### config.mk
export PLATFORM = sky130hd
export DESIGN_NAME = write_back_stage
export DESIGN_NICKNAME = d
export VERILOG_FILES = /design/src/rtl/write_back_stage.sv
export SDC_FILE = /design/constraint.sdc
export NUM_CORES = 1
export LEC_CHECK = 0
export BUFFER_PORTS_ARGS = -buffer_cell sky130_fd_sc_hd__buf_2
export CAP_MARGIN = 10
export CORE_AREA = 2 2 210 212
export CTS_CLUSTER_DIAMETER = 200
export CTS_CLUSTER_SIZE = 14
export DETAILED_ROUTE_END_ITERATION = 6
export DIE_AREA = 0 0 212 214
export PLACE_DENSITY = 0.63
export SLEW_MARGIN = 5
export SYNTH_ARGS = -nofsm -noshare
export SYNTH_HDL_FRONTEND = slang
export SYNTH_SLANG_ARGS = --single-unit
### constraint.sdc
create_clock -name clk -period 3.1 [get_ports clk]
set_input_delay 0.62 -clock clk [delete_from_list [all_inputs] [get_ports clk]]
set_output_delay 0.62 -clock clk [all_outputs]
set_load 0.005 [all_outputs]
### src/rtl/write_back_stage.sv
// Final pipeline stage: registers the retiring bundle, drives the
// regfile write port once per commit and keeps the instret counter.
module write_back_stage #(
  parameter int          XLEN     = 64,
  parameter logic [63:0] RESET_PC = 64'h8000_0000
) (
  input  logic            clk,
  input  logic            rst,
  input  logic            mem_i_valid,
  output logic            mem_o_ready,
  input  logic [63:0]     mem_i_pc,
  input  logic [31:0]     mem_i_inst,
  input  logic [4:0]      mem_i_rd,
  input  logic            mem_i_reg_wen,
  input  logic [1:0]      mem_i_wb_sel,
  input  logic [XLEN-1:0] mem_i_alu_result,
  input  logic [XLEN-1:0] mem_i_load_raw,
  input  logic [2:0]      mem_i_load_funct3,
  input  logic [XLEN-1:0] mem_i_csr_rdata,
  output logic [4:0]      write_back_o_rd,
  output logic [XLEN-1:0] write_back_o_data,
  output logic            write_back_o_reg_wen,
  output logic            commit_o_valid,
  input  logic            commit_i_ready,
  output logic [63:0]     commit_o_pc,
  output logic [31:0]     commit_o_inst,
  output logic [63:0]     commit_o_instret
);

  localparam logic [31:0] NOP = 32'h0000_0013;

  typedef struct packed {
    logic [63:0]     pc;
    logic [31:0]     inst;
    logic [4:0]      rd;
    logic            reg_wen;
    logic [XLEN-1:0] data;
  } wb_entry_t;

  logic            valid_q;
  wb_entry_t       entry_q;
  logic [63:0]     instret_q;
  logic            accept;
  logic            commit;
  logic [XLEN-1:0] load_val;
  logic [XLEN-1:0] result;

  assign commit = valid_q & commit_i_ready;
  assign mem_o_ready = ~valid_q | commit_i_ready;
  assign accept = mem_i_valid & mem_o_ready;

  always_comb begin
    load_val = '0;
    unique case (mem_i_load_funct3)
      3'b000: load_val = {{56{mem_i_load_raw[7]}}, mem_i_load_raw[7:0]};
      3'b001: load_val = {{48{mem_i_load_raw[15]}}, mem_i_load_raw[15:0]};
      3'b010: load_val = {{32{mem_i_load_raw[31]}}, mem_i_load_raw[31:0]};
      3'b011: load_val = mem_i_load_raw;
      3'b100: load_val = {56'd0, mem_i_load_raw[7:0]};
      3'b101: load_val = {48'd0, mem_i_load_raw[15:0]};
      3'b110: load_val = {32'd0, mem_i_load_raw[31:0]};
      3'b111: load_val = '0;
    endcase
  end

  always_comb begin
    result = '0;
    unique case (mem_i_wb_sel)
      2'd0: result = mem_i_alu_result;
      2'd1: result = load_val;
      2'd2: result = mem_i_pc + 64'd4;
      2'd3: result = mem_i_csr_rdata;
    endcase
  end

  always_ff @(posedge clk) begin
    if (rst) begin
      valid_q   <= 1'b0;
      entry_q   <= '0;
      instret_q <= '0;
    end else begin
      if (accept) begin
        valid_q         <= 1'b1;
        entry_q.pc      <= mem_i_pc;
        entry_q.inst    <= mem_i_inst;
        entry_q.rd      <= mem_i_rd;
        entry_q.reg_wen <= mem_i_reg_wen;
        entry_q.data    <= result;
      end else if (commit) begin
        valid_q <= 1'b0;
      end
      if (commit)
        instret_q <= instret_q + 64'd1;
    end
  end

  // Outputs read as a clean idle bundle whenever the stage is empty.
  assign commit_o_valid       = valid_q;
  assign commit_o_pc          = valid_q ? entry_q.pc : RESET_PC;
  assign commit_o_inst        = valid_q ? entry_q.inst : NOP;
  assign commit_o_instret     = instret_q;
  assign write_back_o_rd      = valid_q ? entry_q.rd : 5'd0;
  assign write_back_o_data    = valid_q ? entry_q.data : '0;
  assign write_back_o_reg_wen = commit & entry_q.reg_wen &
                                (entry_q.rd != 5'd0);

endmodule
### Word-level counts from Yosys, hierarchy flattened

Cells that the tools add are included.

* bits in registers: 231
* input bits: 303
* output and inout bits: 232
* word-level logic and storage cells: 37

* add/sub/neg operators: 2
* eq/ne operators: 10
* muxes and demuxes: 8
* bitwise operators: 6
* reduce and logical (&&, ||, !) cells: 4

Operators by type and width (number)
* $pmux 64 s8: 1
* $pmux 64 s4: 1
* $mux 64: 2
* $add 64x1->64 const B: 1
* $add 64x3->64 const B: 1
* $mux 32: 1
* $eq 3x3->1 const B: 4
* $eq 3x2->1 const B: 2
* $mux 5: 1
* $reduce_bool 5->1: 1
* $and 1x1->1: 4
* $eq 2x2->1 const B: 2
* $eq 3x1->1 const B: 1
* $logic_not 3->1: 1
* $eq 2x1->1 const B: 1
* $logic_not 2->1: 1
* $mux 1: 2
* $reduce_bool 2->1: 1
* $not 1->1: 1
* $or 1x1->1: 1

### Logic depth before layout (Yosys ltp)

* depth in word-level cells: 4
* gate-level depth with buffers: 9
* mapped depth without buffers: 7

### Worst setup path before layout

OpenSTA, ideal clock, no wires.

* path kind: input-to-reg
* from: input port mem_i_pc[2]
* to: register entry_q[56] (netlist bit)
* library setup time: 0.136 ns
* data arrival time: 2.237 ns
* required time: 2.964 ns
* slack: 0.727 ns
* stages on the path: 9
* path buffers: 2
* path through: ha_1 -> and3_1 -> clkbuf_1 -> nand3_1 -> or4_1 -> clkbuf_1 -> nor3_1 -> xnor2_1 -> o32ai_1

* longest elaborated chain between the ends: 2

Ends and longest elaborated chain
* start: declaration: line 11 `input logic [63:0] mem_i_pc,`
* $add 64x3->64: line 71 `2'd2: result = mem_i_pc + 64'd4;`
* $pmux 64 s4: line 68 `unique case (mem_i_wb_sel)`
* end: declaration: line 41 `wb_entry_t entry_q;`

No other way between the ends.
A chain may end at the register's enable or synchronous reset.

### Worst setup path after layout

* from: register valid_q (netlist: commit_o_valid)
* to: output port write_back_o_reg_wen

* longest elaborated chain between the ends: 3

Ends and longest elaborated chain
* start: declaration: line 40 `logic valid_q;`
* start signal: assignment: line 78 `valid_q <= 1'b0;`
* start signal: assignment: line 83 `valid_q <= 1'b1;`
* start signal: assignment: line 90 `valid_q <= 1'b0;`
* $and 1x1->1: line 48 `assign commit = valid_q & commit_i_ready;`
* $and 1x1->1 (2 in a row): line 104 `assign write_back_o_reg_wen = commit & entry_q.reg_wen &`
* end: declaration: line 22 `output logic write_back_o_reg_wen,`

No other way between the ends.

==> impl_metrics.json <==
{
  "path_class": "reg2out",
  "pin_count": 535,
  "fmax_mhz": 365,
  "cts_setup_buffers": 0,
  "insertion_delay_ps": 530,
  "clock_skew_ps": 14.4,
  "viasPerCell": 5.22,
  "synthCells": 1733,
  "cts_buffer_depth": 3,
  "drive_gt1_share_pct": 28.3,
  "setup_viol": 0,
  "fin_crit_ps": 2740,
  "end_kind": "output pin",
  "crit_fanout": 102,
  "power_mw": 6.75,
  "die_area_sq_um": 45400,
  "dp_hpwl_um": 44100,
  "maxSlewViolCount": 0,
  "place_inst": 2782,
  "cts_hold_buf": 0,
  "rsz0062_at_grt": "false",
  "avgSynthCellArea_sq_um": 7.34,
  "yosysWarningCount": 0,
  "vdd_drop_max_mv": 0.300,
  "crit_path_start_kind": "register",
  "ctsRootBufferMaster": "clkbuf_16",
  "arrival_ps": 2120,
  "seq_area_frac_synth_pct": 36.3,
  "wirelength_um": 57100,
  "die_w_um": 212,
  "drc": 0,
  "max-cap-violations": 0,
  "antenna_found_initial": 7,
  "async_flop_share_pct": 0,
  "clkSinkCount": 231,
  "final_hold_viol_count": 0,
  "grt_max_degree": 117,
  "synth_edf_count": 0,
  "initial_core_util_pct": 29.7,
  "finalNetCount": 2524,
  "numCtsBuffers": 20,
  "yosysUniqueCellTypes": 61,
  "grt_pass1_wl_um": 83900,
  "worst_pin_slew_ps": 937,
  "cp.required_ps": 2480,
  "syn_area_sq_um": 12700,
  "postCtsResizedCells": 0,
  "rows": 76,
  "routabilityCongestion": 0.977,
  "status": "finished clean",
  "path_clk_slew_ps": 70,
  "drt_iter0_drc": 1128,
  "post-route-period-util_pct": 88.3,
  "power_density_nw_per_um2": 404,
  "grt_pass1_vias": 14064,
  "gr-total-overflow": 0,
  "core-area_sq_um": 42900,
  "synth_nets": 2038,
  "area_delta_synth_final_pct": 31.1,
  "htreeDepth": 1,
  "first_pass_iters": 7,
  "hold_class": "in2reg",
  "dominantRegCellSynth": "dfxtp_1",
  "track_usage_pct": 23.8,
  "num_vias": 14677,
  "tns_ps": 0,
  "ant_nets": 0,
  "die_h_um": 214,
  "cts_tree": "built",
  "p_leak_nw": 7.21,
  "port-buffer-count": 534,
  "routedWlPerCell_um": 20.3,
  "ys_ff_latch": 231,
  "fin_cells": 2809,
  "slew_headroom_pct": 37.2
}
## flip-flops by register name, summed over array words and instances, names as in the netlist
register,flops
commit_o_instret,64
entry_q,166
commit_o_valid,1
## worst paths after layout
| check | to | slack (ps) | depth (start not counted) | start |
|---|---|---|---|---|
| worst min register to register | entry_q[17] | 450 | 2 | entry_q[17] |
| worst max-delay path | write_back_o_reg_wen | 360 | 4 | commit_o_valid |
| worst max register to register | commit_o_instret[60] | 570 | 6 | commit_o_instret[17] |
| worst min-delay path | entry_q[83] | 320 | 3 | mem_i_inst[13] |
## Yosys cell counts, types with 17 or more instances
library cell | n | area share (%)
and4_1 | 17 | 1.2
a21oi_1 | 202 | 7.9
nor3_1 | 58 | 2.3
nand4_1 | 36 | 1.8
o21ai_0 | 78 | 3.1
inv_1 | 20 | 0.59
nor2_1 | 118 | 3.5
clkbuf_1 | 111 | 3.3
a22oi_1 | 22 | 1.3
or3_1 | 24 | 1.2
dfxtp_1 | 231 | 36
xor2_1 | 28 | 1.9
nand3_1 | 44 | 1.7
and2_1 | 168 | 8.3
o22ai_1 | 17 | 0.84
nor4_1 | 20 | 0.98
nand2_1 | 310 | 9.1
xnor2_1 | 73 | 5.0
## power by group
group / internal (mW) / total [mW] / switching (mW)
logic: 0.476 / 1.20 / 0.725
clock network: 1.16 / 2.35 / 1.19
registers: 3.12 / 3.19 / 0.0779
## per-stage QoR
step / utilization, % / setup slack (ps) / cell area [sq um] / hold WS (ps)
final: 38.9 / 361 / 16700 / 317
after global routing: 38.9 / 128 / 16700 / 306
after CTS: 38.9 / 297 / 16700 / 281
after detailed placement: 37.7 / 339 / 16100 / 434
after global placement: 37.7 / 309 / 16100 / 432
after floorplan: - / 727 / 12700 / 417
## cells in the final DEF, fill, tap and decap left out, types with 9 or more instances in the layout
master	instances
a21oi_1	202
a221o_1	11
a22o_1	16
a22oi_1	22
and2_1	166
and3_1	14
and4_1	17
buf_2	533
buf_4	49
clkbuf_16	20
dfxtp_1	230
inv_1	20
nand2_1	309
nand2b_1	9
nand3_1	44
nand4_1	36
nor2_1	117
nor3_1	58
nor4_1	20
o211ai_1	9
o21ai_0	78
o22ai_1	17
o32ai_1	12
or3_1	24
xnor2_1	73
xor2_1	28
## cell type report
cell class,count,area (sq um)
Fill cell,4595,26200
Inverter,21,78.8
Clock inverter,2,25.0
Tap cell,585,732
Antenna cell,4,10.0
Multi-Input combinational cell,1357,7560
Sequential cell,231,4630
Clock buffer,21,504
Timing Repair Buffer,588,3150
## critical path, cell delays in order (launching register included)
cell and delay (ps):
dfxtp_4 380, buf_4 660, nand3_1 210, a21oi_1 180, buf_2 150
## logic make-up after synthesis
family | Yosys count | share of synthesized area (%)
DFF | 231 | 36.3
and+or+nand+nor | 841 | 32.7
xor gates and xnor gates | 101 | 6.95
adders and majority gates | 2 | 0.197
buffers and inverters | 145 | 4.36
AOI/OAI and AO/OA | 412 | 19.3
muxes | 1 | 0.0787
## layer usage
metal	part of all wire, %	vias to the layer above	global-route usage [%]
met4	3.6	4	9.48
li1	-	6981	-
met2	45	586	38.3
met3	8.4	118	5.60
met1	42	6988	30.7
met5	0.047	-	0
Power figures use the tool's default switching activity.
